[src/rtl/dafx_pkg.sv]
// Shared constants and types for the DAC audio path.
package dafx_pkg;

  localparam int AUDIO_WIDTH_C    = 24;
  localparam int I2S_SLOT_WIDTH_C = 32;
  localparam int I2S_SCLK_HALF_C  = 2;

  typedef enum logic [1:0] {
    WAIT_LEFT,
    WAIT_RIGHT,
    FULL
  } i2s_pair_state_t;

  // Width of a counter spanning one full stereo frame of SCLK periods.
  function automatic int bit_cnt_width(input int slot_width);
    return $clog2(2 * slot_width);
  endfunction

endpackage

[src/rtl/i2s_sclk_gen.sv]
// I2S bit-clock divider and frame bit counter; flags the SCLK falling edge
// and the falling edge that starts a new frame.
module i2s_sclk_gen import dafx_pkg::*; #(
  parameter int  SLOT_WIDTH_P = I2S_SLOT_WIDTH_C,
  parameter int  SCLK_HALF_P  = I2S_SCLK_HALF_C,
  localparam int BIT_W        = bit_cnt_width(SLOT_WIDTH_P)
) (
  input  logic             clk,
  input  logic             rst_n,
  output logic             i2s_sclk,
  output logic             sclk_fall,
  output logic [BIT_W-1:0] bit_cnt,
  output logic             frame_load
);

  localparam int DIV_W      = (SCLK_HALF_P > 1) ? $clog2(SCLK_HALF_P) : 1;
  localparam int FRAME_LAST = 2 * SLOT_WIDTH_P - 1;

  logic [DIV_W-1:0] div_cnt;
  logic             div_wrap;

  assign div_wrap   = (div_cnt == DIV_W'(SCLK_HALF_P - 1));
  // The registered SCLK falls at the end of this cycle.
  assign sclk_fall  = div_wrap && i2s_sclk;
  assign frame_load = sclk_fall && (bit_cnt == BIT_W'(FRAME_LAST));

  // NOTE: sequential state uses non-blocking assignments so every register
  // samples the pre-edge values regardless of statement order.
  always_ff @(posedge clk or negedge rst_n) begin
    if (!rst_n) begin
      div_cnt  <= '0;
      i2s_sclk <= 1'b0;
      bit_cnt  <= BIT_W'(FRAME_LAST);
    end else begin
      div_cnt <= div_wrap ? '0 : div_cnt + 1'b1;
      if (div_wrap) i2s_sclk <= ~i2s_sclk;
      if (sclk_fall) bit_cnt <= frame_load ? '0 : bit_cnt + 1'b1;
    end
  end

endmodule

[src/rtl/cs_dac_i2s_tx.sv]
// I2S transmitter for the Cirrus DAC: pairs left/right beats from the mixer
// stream and serialises them MSB first with the standard one-SCLK delay.
module cs_dac_i2s_tx import dafx_pkg::*; #(
  parameter int AUDIO_WIDTH_P = AUDIO_WIDTH_C,
  parameter int SLOT_WIDTH_P  = I2S_SLOT_WIDTH_C,
  parameter int SCLK_HALF_P   = I2S_SCLK_HALF_C
) (
  input  logic                     clk,
  input  logic                     rst_n,
  input  logic [AUDIO_WIDTH_P-1:0] cs_dac_data,
  input  logic                     cs_dac_valid,
  output logic                     cs_dac_ready,
  input  logic                     cs_dac_last,
  output logic                     i2s_sclk,
  output logic                     i2s_lrck,
  output logic                     i2s_sdata,
  output logic                     frame_strobe,
  input  logic                     cmd_clear_status,
  output logic                     sr_underflow,
  output logic                     sr_align_err
);

  localparam int BIT_W = bit_cnt_width(SLOT_WIDTH_P);
  localparam int IDX_W = $clog2(AUDIO_WIDTH_P);

  i2s_pair_state_t          state;
  logic [AUDIO_WIDTH_P-1:0] hold_left, hold_right;
  logic [AUDIO_WIDTH_P-1:0] tx_left, tx_right;
  logic                     sclk_fall, frame_load;
  logic [BIT_W-1:0]         bit_cnt, bit_nxt, slot_pos;
  logic [IDX_W-1:0]         bit_idx;
  logic                     lrck_nxt, sdata_nxt;
  logic                     beat, to_full, underflow_set, align_set;

  i2s_sclk_gen #(
    .SLOT_WIDTH_P (SLOT_WIDTH_P),
    .SCLK_HALF_P  (SCLK_HALF_P)
  ) u_sclk_gen (
    .clk        (clk),
    .rst_n      (rst_n),
    .i2s_sclk   (i2s_sclk),
    .sclk_fall  (sclk_fall),
    .bit_cnt    (bit_cnt),
    .frame_load (frame_load)
  );

  assign frame_strobe  = frame_load;
  assign beat          = cs_dac_valid && cs_dac_ready;
  // A load sees the pre-beat state, so a right beat landing on it still underflows.
  assign underflow_set = frame_load && (state != FULL);
  assign align_set     = beat && (((state == WAIT_LEFT) && cs_dac_last) ||
                                  ((state == WAIT_RIGHT) && !cs_dac_last));
  assign to_full       = ((state == WAIT_RIGHT) && beat && cs_dac_last) ||
                         ((state == FULL) && !frame_load);

  // NOTE: every always_comb output is given a default first so no latch is inferred.
  always_comb begin
    bit_nxt   = frame_load ? '0 : bit_cnt + 1'b1;
    lrck_nxt  = (bit_nxt >= BIT_W'(SLOT_WIDTH_P));
    slot_pos  = lrck_nxt ? bit_nxt - BIT_W'(SLOT_WIDTH_P) : bit_nxt;
    bit_idx   = '0;
    sdata_nxt = 1'b0;
    // Slot position 0 is the I2S delay bit; positions past the sample are padding.
    if ((slot_pos != '0) && (slot_pos <= BIT_W'(AUDIO_WIDTH_P))) begin
      bit_idx   = IDX_W'(AUDIO_WIDTH_P - int'(slot_pos));
      sdata_nxt = lrck_nxt ? tx_right[bit_idx] : tx_left[bit_idx];
    end
  end

  // NOTE: holding and shift registers are reset as well, so a reset mid-frame
  // drops the partial pair and the restarted stream begins in silence.
  always_ff @(posedge clk or negedge rst_n) begin
    if (!rst_n) begin
      state        <= WAIT_LEFT;
      hold_left    <= '0;
      hold_right   <= '0;
      tx_left      <= '0;
      tx_right     <= '0;
      cs_dac_ready <= 1'b0;
      i2s_lrck     <= 1'b0;
      i2s_sdata    <= 1'b0;
      sr_underflow <= 1'b0;
      sr_align_err <= 1'b0;
    end else begin
      if (sclk_fall) begin
        i2s_lrck  <= lrck_nxt;
        i2s_sdata <= sdata_nxt;
      end

      if (frame_load) begin
        tx_left  <= (state == FULL) ? hold_left  : '0;
        tx_right <= (state == FULL) ? hold_right : '0;
      end

      case (state)
        WAIT_LEFT: begin
          if (beat && !cs_dac_last) begin
            hold_left <= cs_dac_data;
            state     <= WAIT_RIGHT;
          end
        end
        WAIT_RIGHT: begin
          if (beat && cs_dac_last) begin
            hold_right <= cs_dac_data;
            state      <= FULL;
          end else if (beat) begin
            hold_left <= cs_dac_data;
          end
        end
        FULL: begin
          if (frame_load) state <= WAIT_LEFT;
        end
        default: state <= WAIT_LEFT;
      endcase

      cs_dac_ready <= !to_full;
      sr_underflow <= underflow_set || (sr_underflow && !cmd_clear_status);
      sr_align_err <= align_set || (sr_align_err && !cmd_clear_status);
    end
  end

endmodule

[config.mk]
export PLATFORM = sky130hd
export DESIGN_NAME = cs_dac_i2s_tx
export DESIGN_NICKNAME = d
export VERILOG_FILES = /design/src/rtl/dafx_pkg.sv /design/src/rtl/i2s_sclk_gen.sv /design/src/rtl/cs_dac_i2s_tx.sv
export SDC_FILE = /design/constraint.sdc
export NUM_CORES = 1
export LEC_CHECK = 0
export BUFFER_PORTS_ARGS = -buffer_cell sky130_fd_sc_hd__buf_4
export CAP_MARGIN = 20
export CORE_MARGIN = 4
export CORE_UTILIZATION = 35
export DETAILED_ROUTE_END_ITERATION = 6
export PLACE_DENSITY = 0.51
export SLEW_MARGIN = 25
export SYNTH_ARGS = -nofsm -noshare
export SYNTH_HDL_FRONTEND = slang
export SYNTH_SLANG_ARGS = --single-unit
[constraint.sdc]
create_clock -name clk -period 5.1 [get_ports clk]
set_input_delay 1.02 -clock clk [delete_from_list [all_inputs] [get_ports clk]]
set_output_delay 1.02 -clock clk [all_outputs]
set_load 0.02 [all_outputs]
==> summary.md, run 1 <==
| Metric | Value |
|---|---|
| Status | `finished clean` |
| Post-CTS resize count | `0` |
| Final antenna-violating net count | `0` |
| Largest net degree at the start of global routing | `78` |
| Synthesized area per cell | `11.4 um2` |
| Clk_skew | `0.00508 ns` |
| Async SR Flop Fraction | `1.00` |
| Slowest library cell on the worst path | `dfstp_2` |
| PortBufs | `35` |
| Fmax achieved | `0.304 GHz` |
| Worst Setup End Kind | `primary output` |
| Yosys top cell area share | `0.542` |
| Hold Fails Final Rpt | `0` |
| Critical path cell sequence | `ha_1 > and4_4 > nand4_1 > clkinv_1 > buf_4` |
| DRC viols | `0` |
| GRT Total Usage | `0.134` |
| Maxcap violations | `0` |
| Fin crit period | `~3.3 ns` |
| Min-delay src | `tx_left[8]` |
| Clock Path Buffers | `2` |
| Post-synth net total | `455` |
| Root buf cell | `clkbuf_16` |
| Gr ovfl total | `0` |
| Vias | `3121` |
| Initial drt markers | `between 150 and 200` |
| Setup Viol. Count Final | `0` |
| Pwr Density | `404 nW/um2` |
| Post-Syn Area | `between 4000 and 5000 um2` |
| Synth top area cells | `dfrtp_1 54%, mux2_2 11%, nand2_1 8.4%, mux4_2 5.6%, nand3_1 5.4%` |
| Initial antenna violation count | `0` |
| Hold_buf cts | `0` |
| Maximum VDD drop | `0.000218 V` |
| Crit path DAT | `approximately 2.3 ns` |
| Die span in y | `126 um` |
| RSZ-0062 raised after global routing | `no` |
| Drt pass-1 iters | `4` |
| Top post-synthesis cells by count | `109 x nand2_1, 105 x dfrtp_1, 52 x nand3_1` |
| Drt wl/cell | `15.5 um` |
| CTS Buf Count | `9` |
| Post-Route WL | `9760 um` |
| CP top delay family | `flip-flops` |
| CTS sink cnt | `111` |
| Worst setup SP type | `register` |
| Initial Utilization | `0.362` |
| HP Class | `reg2reg` |
| R2R Path Start | `u_sclk_gen.bit_cnt[0]` |
| Hpwl dp | `6620 um` |
| CTS tree | `built` |
| Worst-Margin Slew | `0.775 ns` |
| # nets final | `479` |
| Synth Register Bits | `111` |
| Syn Inst Count | `between 400 and 500` |
| IO Pins | `36` |
| Final Max Slew Viols | `0` |
| Setup TNS | `0 ns` |
| Worst rel slew slack | `0.484` |
| Post-synth EDFFs | `0` |
| WS Path Type | `reg2out` |
| Layout cells sized above 1 | `0.283` |
| Clock transition at the registers of the reported paths | `0.07 ns` |
| Die W | `126 um` |
| Area Growth Syn to Fin | `15.2%` |
| Required time worst endpoint | `4.08 ns` |
| Worst skew pair latency | `between 0.3 and 0.4 ns` |
| Dominant synthesized flop cell | `dfrtp_1` |
| Slowest stage delay, CP | `0.61 ns` |
| Bufs and invs on worst path | `2` |
| Core ar. | `13400 um2` |
| DIE AREA | `15800 um2` |
| Cell variety after synth | `42` |
| Synth warnings | `0` |
| Register area share after synthesis | `0.575` |
| Htree depth | `3` |
| Setup bufs post-CTS | `0` |
| Global-route wire length before repair | `17000 um` |
| Cell taking the most area after synthesis | `dfrtp_1` |
| Count leader, synth | `nand2_1` |
| CP Launch Point | `u_sclk_gen.bit_cnt[0]` |
| Pleak | `around 2.6 nW` |
| Vias in the first global route | `3306` |
| Row Count | `42` |
| Period utilisation layout | `0.646` |
| Final GP Congestion | `0.830` |
| Hold WS | `roughly 0.47 ns` |
| CP Max Fanout | `19` |
| N_diodes | `0` |
| Drt via density | `roughly 5.0` |
-- path summary, 6_finish.rpt --
check,cells past startpoint,endpoint,slack (ns)
setup / recovery,5,frame_strobe,1.81
hold reg to reg,2,tx_left[8],0.47
hold / removal,2,tx_left[8],0.47
max in group asynchronous,2,tx_right[14],3.46
min in group asynchronous,1,hold_right[3],0.71
setup reg to reg,6,i2s_sdata,2.28
-- logic make-up after synthesis --
family,count (synthesis),share of synthesized area
simple gates,187,0.170
mux,62,0.175
flops,111,0.575
fa+ha+maj,1,0.00258
xor+xnor,8,0.0145
compound gates,22,0.0351
buf+inv,34,0.0286
-- stage by stage --
step	utilization	total power [mW]	setup WS, ns	cell area (um2)	cells
after floorplan	-	1.46	2.21	4850	425
after global placement	0.393	1.58	2.23	5270	613
after detailed placement	0.395	1.62	2.16	5300	614
after CTS	0.416	2.30	1.77	5580	629
after global routing	0.417	2.39	1.67	5580	629
final	0.417	2.26	1.81	5580	629
-- tightest hold or removal path: stages (launching register included) --
cell and delay [ns]:
dfrtp_1 0.34, nand2_1 0.05, nand2_1 0.05
-- area by class of cell --
cell class              instances  area (um2)
flip-flops and latches        111        2790
multi-input cells             280        1940
clock buffers                  12         256
repair buffers                 41         332
inverters                       6        22.5
well taps                     176         220
fillers                      1325        7820
clock inverters                 3        27.5
-- per-layer routing --
layer / share of wire / global-route usage / wire (um)
met3: 0.023 / 0.0292 / 222
met1: 0.49 / 0.184 / 4790
met2: 0.47 / 0.210 / 4560
met5: 0 / 0 / 0
met4: 0.018 / 0.0478 / 180
-- power breakdown --
group          switching, mW  internal (mW)
registers              0.122           1.09
clock network          0.307          0.360
logic                  0.159          0.222
total                  0.589           1.67
-- cells in the final DEF, fill, tap and decap left out, types with 2 or more instances in the layout --
cell,netlist,routed
dfstp_2,6,6
xor2_1,2,2
buf_4,0,39
clkbuf_16,0,9
clkbuf_8,0,2
nor2_1,9,9
xnor2_1,6,6
nand2_1,109,109
a21oi_1,6,6
nor3_1,5,3
mux4_2,12,12
nand3_1,52,52
o31ai_1,2,2
o21ai_0,3,3
nand4b_1,2,2
nor3_2,0,2
a21o_1,2,2
mux2_2,48,48
dfrtp_1,105,105
nor2b_4,1,2
nand2b_1,2,2
inv_1,5,5
-- sequential cells by signal, summed over array words and instances (netlist names) --
| name | count |
|---|---|
| i2s_lrck | 1 |
| tx_right | 24 |
| u_sclk_gen.bit_cnt | 6 |
| sr_underflow | 1 |
| hold_right | 24 |
| i2s_sdata | 1 |
| sr_align_err | 1 |
| cs_dac_ready | 1 |
| tx_left | 24 |
| u_sclk_gen.div_cnt | 1 |
| state | 2 |
| hold_left | 24 |
| u_sclk_gen.i2s_sclk | 1 |
Note: power is estimated with default switching activity, not from simulation.
==> run 2: changes to the inputs <==
clock period = 3.2 ns   (was 5.1 ns; I/O delays follow)
==> summary.md, run 2 (synthesis gave the netlist of run 1 again) <==
| Metric | Value |
|---|---|
| Status | `finished clean` |
| PortBufs | `35 (unchanged)` |
| CP Max Fanout | `13 (-6)` |
| Final Max Slew Viols | `0 (unchanged)` |
| Setup Viol. Count Final | `0 (unchanged)` |
| DRC viols | `0 (unchanged)` |
| CTS tree | `built` |
| Worst setup margin | `0.425 ns (-1.38 ns)` |
| Gr ovfl total | `0 (unchanged)` |
| DIE AREA | `15800 um2 (unchanged)` |
| Worst skew pair latency | `0.35 ns (about the same)` |
| Drt pass-1 iters | `4 (unchanged)` |
| Worst rel slew slack | `0.555 (+0.0717)` |
| IO Pins | `36 (unchanged)` |
| Clock Path Buffers | `2 (unchanged)` |
| WS Path Type | `reg2reg` |
| Post-Route WL | `10000 um (+2.7%)` |
| Initial drt markers | `206 (+19%)` |
| Root buf cell | `clkbuf_16` |
| Fin crit period | `about 2.8 ns` |
| Crit path DAT | `3.01 ns (+0.74 ns)` |
| Commonest non-fill, non-tap cells in the layout | `109 x nand2_1, 105 x dfrtp_1, 52 x nand3_1, 48 x mux2_2, 42 x buf_4` |
| Initial antenna violation count | `0 (unchanged)` |
| Clk_skew | `0.0103 ns (+0.00525 ns)` |
| # nets final | `482 (+0.63%)` |
| Layout cells sized above 1 | `0.291 (+0.00847)` |
| Final antenna-violating net count | `0 (unchanged)` |
| Pwr Density | `654 nW/um2 (+62%)` |
| Most common cell after layout, fill and taps aside | `nand2_1` |
| Row Count | `42 (unchanged)` |
| Required time worst endpoint | `3.43 ns (-0.65 ns)` |
| Htree depth | `3 (unchanged)` |
| CTS Buf Count | `9 (unchanged)` |
| Hpwl dp | `6920 um (+4.5%)` |
| Worst setup SP type | `register` |
| Fill cell count | `1276 (-3.7%)` |
| Die span in y | `126 um (unchanged)` |
| Worst-Margin Slew | `0.667 ns (-0.108 ns)` |
| Global-route wire length before repair | `17900 um (+5.1%)` |
| Setup bufs post-CTS | `0 (unchanged)` |
| Period utilisation layout | `0.867` |
| Area Growth Syn to Fin | `16.5%` |
| Final GP Congestion | `0.839 (+1.1%)` |
| Hold Fails Final Rpt | `0 (unchanged)` |
| Hold WS | `0.318 ns (-0.148 ns)` |
| Maximum VDD drop | `0.000320 V (+47%)` |
| Design Area, Final | `5650 um2 (+1.1%)` |
| Pleak | `2.67 nW (+1.2%)` |
| GRT Total Usage | `0.140 (+0.00673)` |
| HP Class | `in2async` |
| Hold_buf cts | `0 (unchanged)` |
| Die W | `126 um (unchanged)` |
| Worst Setup End Kind | `register` |
| Vias in the first global route | `3418 (+3.4%)` |
| Vias | `3171 (+1.6%)` |
| Largest net degree at the start of global routing | `61 (-22%)` |
| CP Launch Point | `u_sclk_gen.bit_cnt[0]` |
| Initial Utilization | `0.362 (unchanged)` |
| Core ar. | `13400 um2 (unchanged)` |
| R2R Path Start | `u_sclk_gen.bit_cnt[0]` |
| Place WS | `0.427 ns (-1.73 ns)` |
| Drt via density | `5.01 (+0.96%)` |
| Setup TNS | `0 ns (unchanged)` |
| Clock transition at the registers of the reported paths | `0.08 ns (about the same)` |
| Placement Cell Area | `5330 um2 (+0.66%)` |
| Total Power | `3.69 mW (+64%)` |
| N_diodes | `0 (unchanged)` |
| CTS sink cnt | `111 (unchanged)` |
| RSZ-0062 raised after global routing | `no` |
| Fmax achieved | `~0.36 GHz` |
| Post-CTS resize count | `0 (unchanged)` |
| Drt wl/cell | `15.8 um (+2.0%)` |
| Maxcap violations | `0 (unchanged)` |
## run 2: cell count changes in the layout (fill, tap and decap cells not counted), sizes merged
cell and change:
buf +3, bufinv +1, clkbuf -2, clkinv +1, inv +1
## run 2: path summary, 6_finish.rpt
check | endpoint | slack, ns | cells past startpoint
max | i2s_sdata | 0.43 | 8
min | state[1] | 0.32 | 1
max reg2reg | i2s_sdata | 0.43 | 8
min reg2reg | tx_left[15] | 0.47 | 2
max in group asynchronous | u_sclk_gen.bit_cnt[5] | 2.08 | 2
min in group clk | tx_left[15] | 0.47 | 2
## run 2: where the power goes
part | leakage, nW | internal [mW] | switching [mW]
clock network | 0.151 | 0.640 | 0.521
registers | 1.42 | 1.73 | 0.186
logic | 1.10 | 0.355 | 0.258
## run 2: per-layer routing
layer  up-vias  global-route usage  share of wire
met1      1605               0.192           0.48
met5         -                   0              0
met4         0              0.0529          0.015
li1       1525                   -              -
met3        10              0.0305          0.021
met2        31               0.221           0.49
## run 2: final cells by class
| cell class | instances | area (um2) | area share |
|---|---|---|---|
| inverter | 6 | 22.5 | 0.00399 |
| clock inverter | 6 | 75.1 | 0.0133 |
| sequential | 111 | 2790 | 0.493 |
| tap | 176 | 220 | 0.0390 |
| timing repair buffer | 44 | 363 | 0.0643 |
| clock buffer | 10 | 239 | 0.0423 |
| multi-input combinational | 280 | 1940 | 0.344 |
## run 2: through the flow
| stage | std cells | util |
|---|---|---|
| after global placement | 616 | 0.396 |
| after floorplan | 425 | - |
| after global routing | 633 | 0.421 |
| final | 633 | 0.421 |
| after detailed placement | 617 | 0.398 |
| after CTS | 633 | 0.421 |
## run 2: critical path, cell delays in order (launching register included)
cell and delay, ns:
dfstp_2 0.61, ha_1 0.31, and4_4 0.29, a41oi_4 0.29
mux4_2 0.36, mux4_2 0.47, nor2b_4 0.14, a21oi_2 0.10
o31ai_1 0.08
==> run 3: changes to the inputs <==
HOLD_SLACK_MARGIN = 0.1   (was default)
clock period = 3.3 ns   (was 3.2 ns; I/O delays follow)
==> summary.md, run 3 (synthesis gave the netlist of run 1 again) <==
| Metric | Value |
|---|---|
| Worst skew pair latency | `0.36 ns (about the same)` |
| Drt pass-1 iters | `4 (unchanged)` |
| DRC viols | `0 (unchanged)` |
| GRT Total Usage | `0.136 (-0.00470)` |
| Clock transition at the registers of the reported paths | `0.07 ns (about the same)` |
| Period utilisation layout | `0.838 (-0.0292)` |
| N_diodes | `0 (unchanged)` |
| Row Count | `42 (unchanged)` |
| Critical path cell sequence | `ha_1 > and4_4 > a41oi_4 > mux4_2 > mux4_2 > nor2b_4 > a21oi_2 > o31ai_1` |
| Final GP Congestion | `0.859 (+2.3%)` |
| Setup Viol. Count Final | `0 (unchanged)` |
| Worst rel slew slack | `0.585 (+0.0301)` |
| Fmax achieved | `0.362 GHz (+0.35%)` |
| Core ar. | `13400 um2 (unchanged)` |
| Required time worst endpoint | `3.53 ns (+0.10 ns)` |
| CP Launch Point | `u_sclk_gen.bit_cnt[0]` |
| Post-Route WL | `9860 um (-1.6%)` |
| Area Growth Syn to Fin | `16.6%` |
| Htree depth | `3 (unchanged)` |
| Register area | `2790 um2 (unchanged)` |
| Largest net degree at the start of global routing | `51 (-16%)` |
| Fin crit period | `2.77 ns (-0.00969 ns)` |
| Hold Fails Final Rpt | `0 (unchanged)` |
| Layout cells sized above 1 | `0.290 (-0.000635)` |
| Worst setup SP type | `register` |
| Global-route wire length before repair | `17100 um (-4.1%)` |
| Fill cell count | `1278 (+0.16%)` |
| Slowest stage delay, CP | `0.61 ns (about the same)` |
| Design Area, Final | `5650 um2 (+0.16%)` |
| PortBufs | `35 (unchanged)` |
| Maximum VDD drop | `0.000381 V (+19%)` |
| Die W | `126 um (unchanged)` |
| Slowest library cell on the worst path | `dfstp_2` |
| CTS tree | `built` |
| Final cell utilization of the core | `0.422 (+0.000653)` |
| Placement Cell Area | `5310 um2 (-0.38%)` |
| Final Max Slew Viols | `0 (unchanged)` |
| Root buf cell | `clkbuf_16` |
| CTS sink cnt | `111 (unchanged)` |
| WS Path Type | `reg2reg` |
| Setup TNS | `0 ns (unchanged)` |
| RSZ-0062 raised after global routing | `no` |
| CP Max Fanout | `13 (unchanged)` |
| Drt wl/cell | `15.5 um (-1.8%)` |
| Most common cell after layout, fill and taps aside | `nand2_1` |
| CP most frequent cell | `mux4_2` |
| Footprint of the multi-input gates | `1940 um2 (unchanged)` |
| Initial Utilization | `0.362 (unchanged)` |
| Clock Path Buffers | `2 (unchanged)` |
| Total Power | `3.58 mW (-2.9%)` |
| Place WS | `0.534 ns (+0.106 ns)` |
| Final antenna-violating net count | `0 (unchanged)` |
| Initial antenna violation count | `0 (unchanged)` |
| IO Pins | `36 (unchanged)` |
| HP Class | `in2async` |
| Maxcap violations | `0 (unchanged)` |
| Worst setup margin | `0.535 ns (+0.110 ns)` |
| Pwr Density | `634 nW/um2 (-3.1%)` |
| Crit path DAT | `3.00 ns (about the same)` |
| Initial drt markers | `172 (-17%)` |
| Pleak | `2.68 nW (+0.33%)` |
| Gr ovfl total | `0 (unchanged)` |
| Worst-Margin Slew | `0.622 ns (-0.0452 ns)` |
| CTS Buf Count | `9 (unchanged)` |
| # nets final | `483 (+0.21%)` |
| DIE AREA | `15800 um2 (unchanged)` |
| Setup bufs post-CTS | `0 (unchanged)` |
| Status | `finished clean` |
| Hpwl dp | `6870 um (-0.61%)` |
| Post-CTS resize count | `0 (unchanged)` |
| Vias in the first global route | `3292 (-3.7%)` |
| Commonest non-fill, non-tap cells in the layout | `109 x nand2_1, 105 x dfrtp_1, 52 x nand3_1, 48 x mux2_2, 43 x buf_4` |
| Drt via density | `5.00 (-0.22%)` |
| Hold_buf cts | `0 (unchanged)` |
| Clk_skew | `0.00971 ns (-0.000608 ns)` |
| R2R Path Start | `u_sclk_gen.bit_cnt[0]` |
| Die span in y | `126 um (unchanged)` |
| Vias | `3169 (-0.063%)` |
| Worst Setup End Kind | `register` |
## run 3: cell types whose count changed in the layout (fill, tap and decap cells not counted), sizes merged
cell      before  now
clkinvlp       1    0
buf           44   45
clkbuf        10   12
clkinv         3    2
## run 3: layer usage
metal / share of wire / vias up / GRT usage
met5: 0 / - / 0
met4: 0.014 / 0 / 0.0440
met3: 0.030 / 10 / 0.0368
met2: 0.50 / 38 / 0.214
met1: 0.46 / 1597 / 0.183
li1: - / 1524 / -
## run 3: final timing paths
path	end	slack (ns)	depth (start not counted)
hold / removal	hold_right[1]	0.31	1
setup / recovery	i2s_sdata	0.53	8
min in group clk	tx_left[8]	0.47	2
hold reg to reg	tx_left[8]	0.47	2
max in group asynchronous	hold_right[16]	2.25	2
setup reg to reg	i2s_sdata	0.53	8
## run 3: area by class of cell
type / instances / share of cell area
repair buffers: 45 / 0.0655
clock buffers: 12 / 0.0454
clock inverters: 4 / 0.0104
multi-input cells: 280 / 0.343
flip-flops and latches: 111 / 0.493
inverters: 6 / 0.00398
well taps: 176 / 0.0389
## run 3: stage by stage
step / cells / hold slack [ns]
finish: 634 / 0.309
global placement: 617 / 0.455
detailed placement: 617 / 0.455
floorplan: 425 / 0.364
CTS: 633 / 0.324
global route: 634 / 0.360
## run 3: worst max-delay path, delay by kind of cell, from the launching register on
family | cells | cell delay, ns
AOI/OAI and AO/OA | 3 | 0.46
adders and majority gates | 1 | 0.31
DFF | 1 | 0.61
muxes | 2 | 0.83
and+or+nand+nor | 2 | 0.44
## run 3: report_power, final
part	total, mW	internal [mW]	switching [mW]	leakage (nW)
Clock	1.13	0.640	0.488	0.155
Sequential	1.86	1.68	0.181	1.42
Combinational	0.595	0.345	0.249	1.11
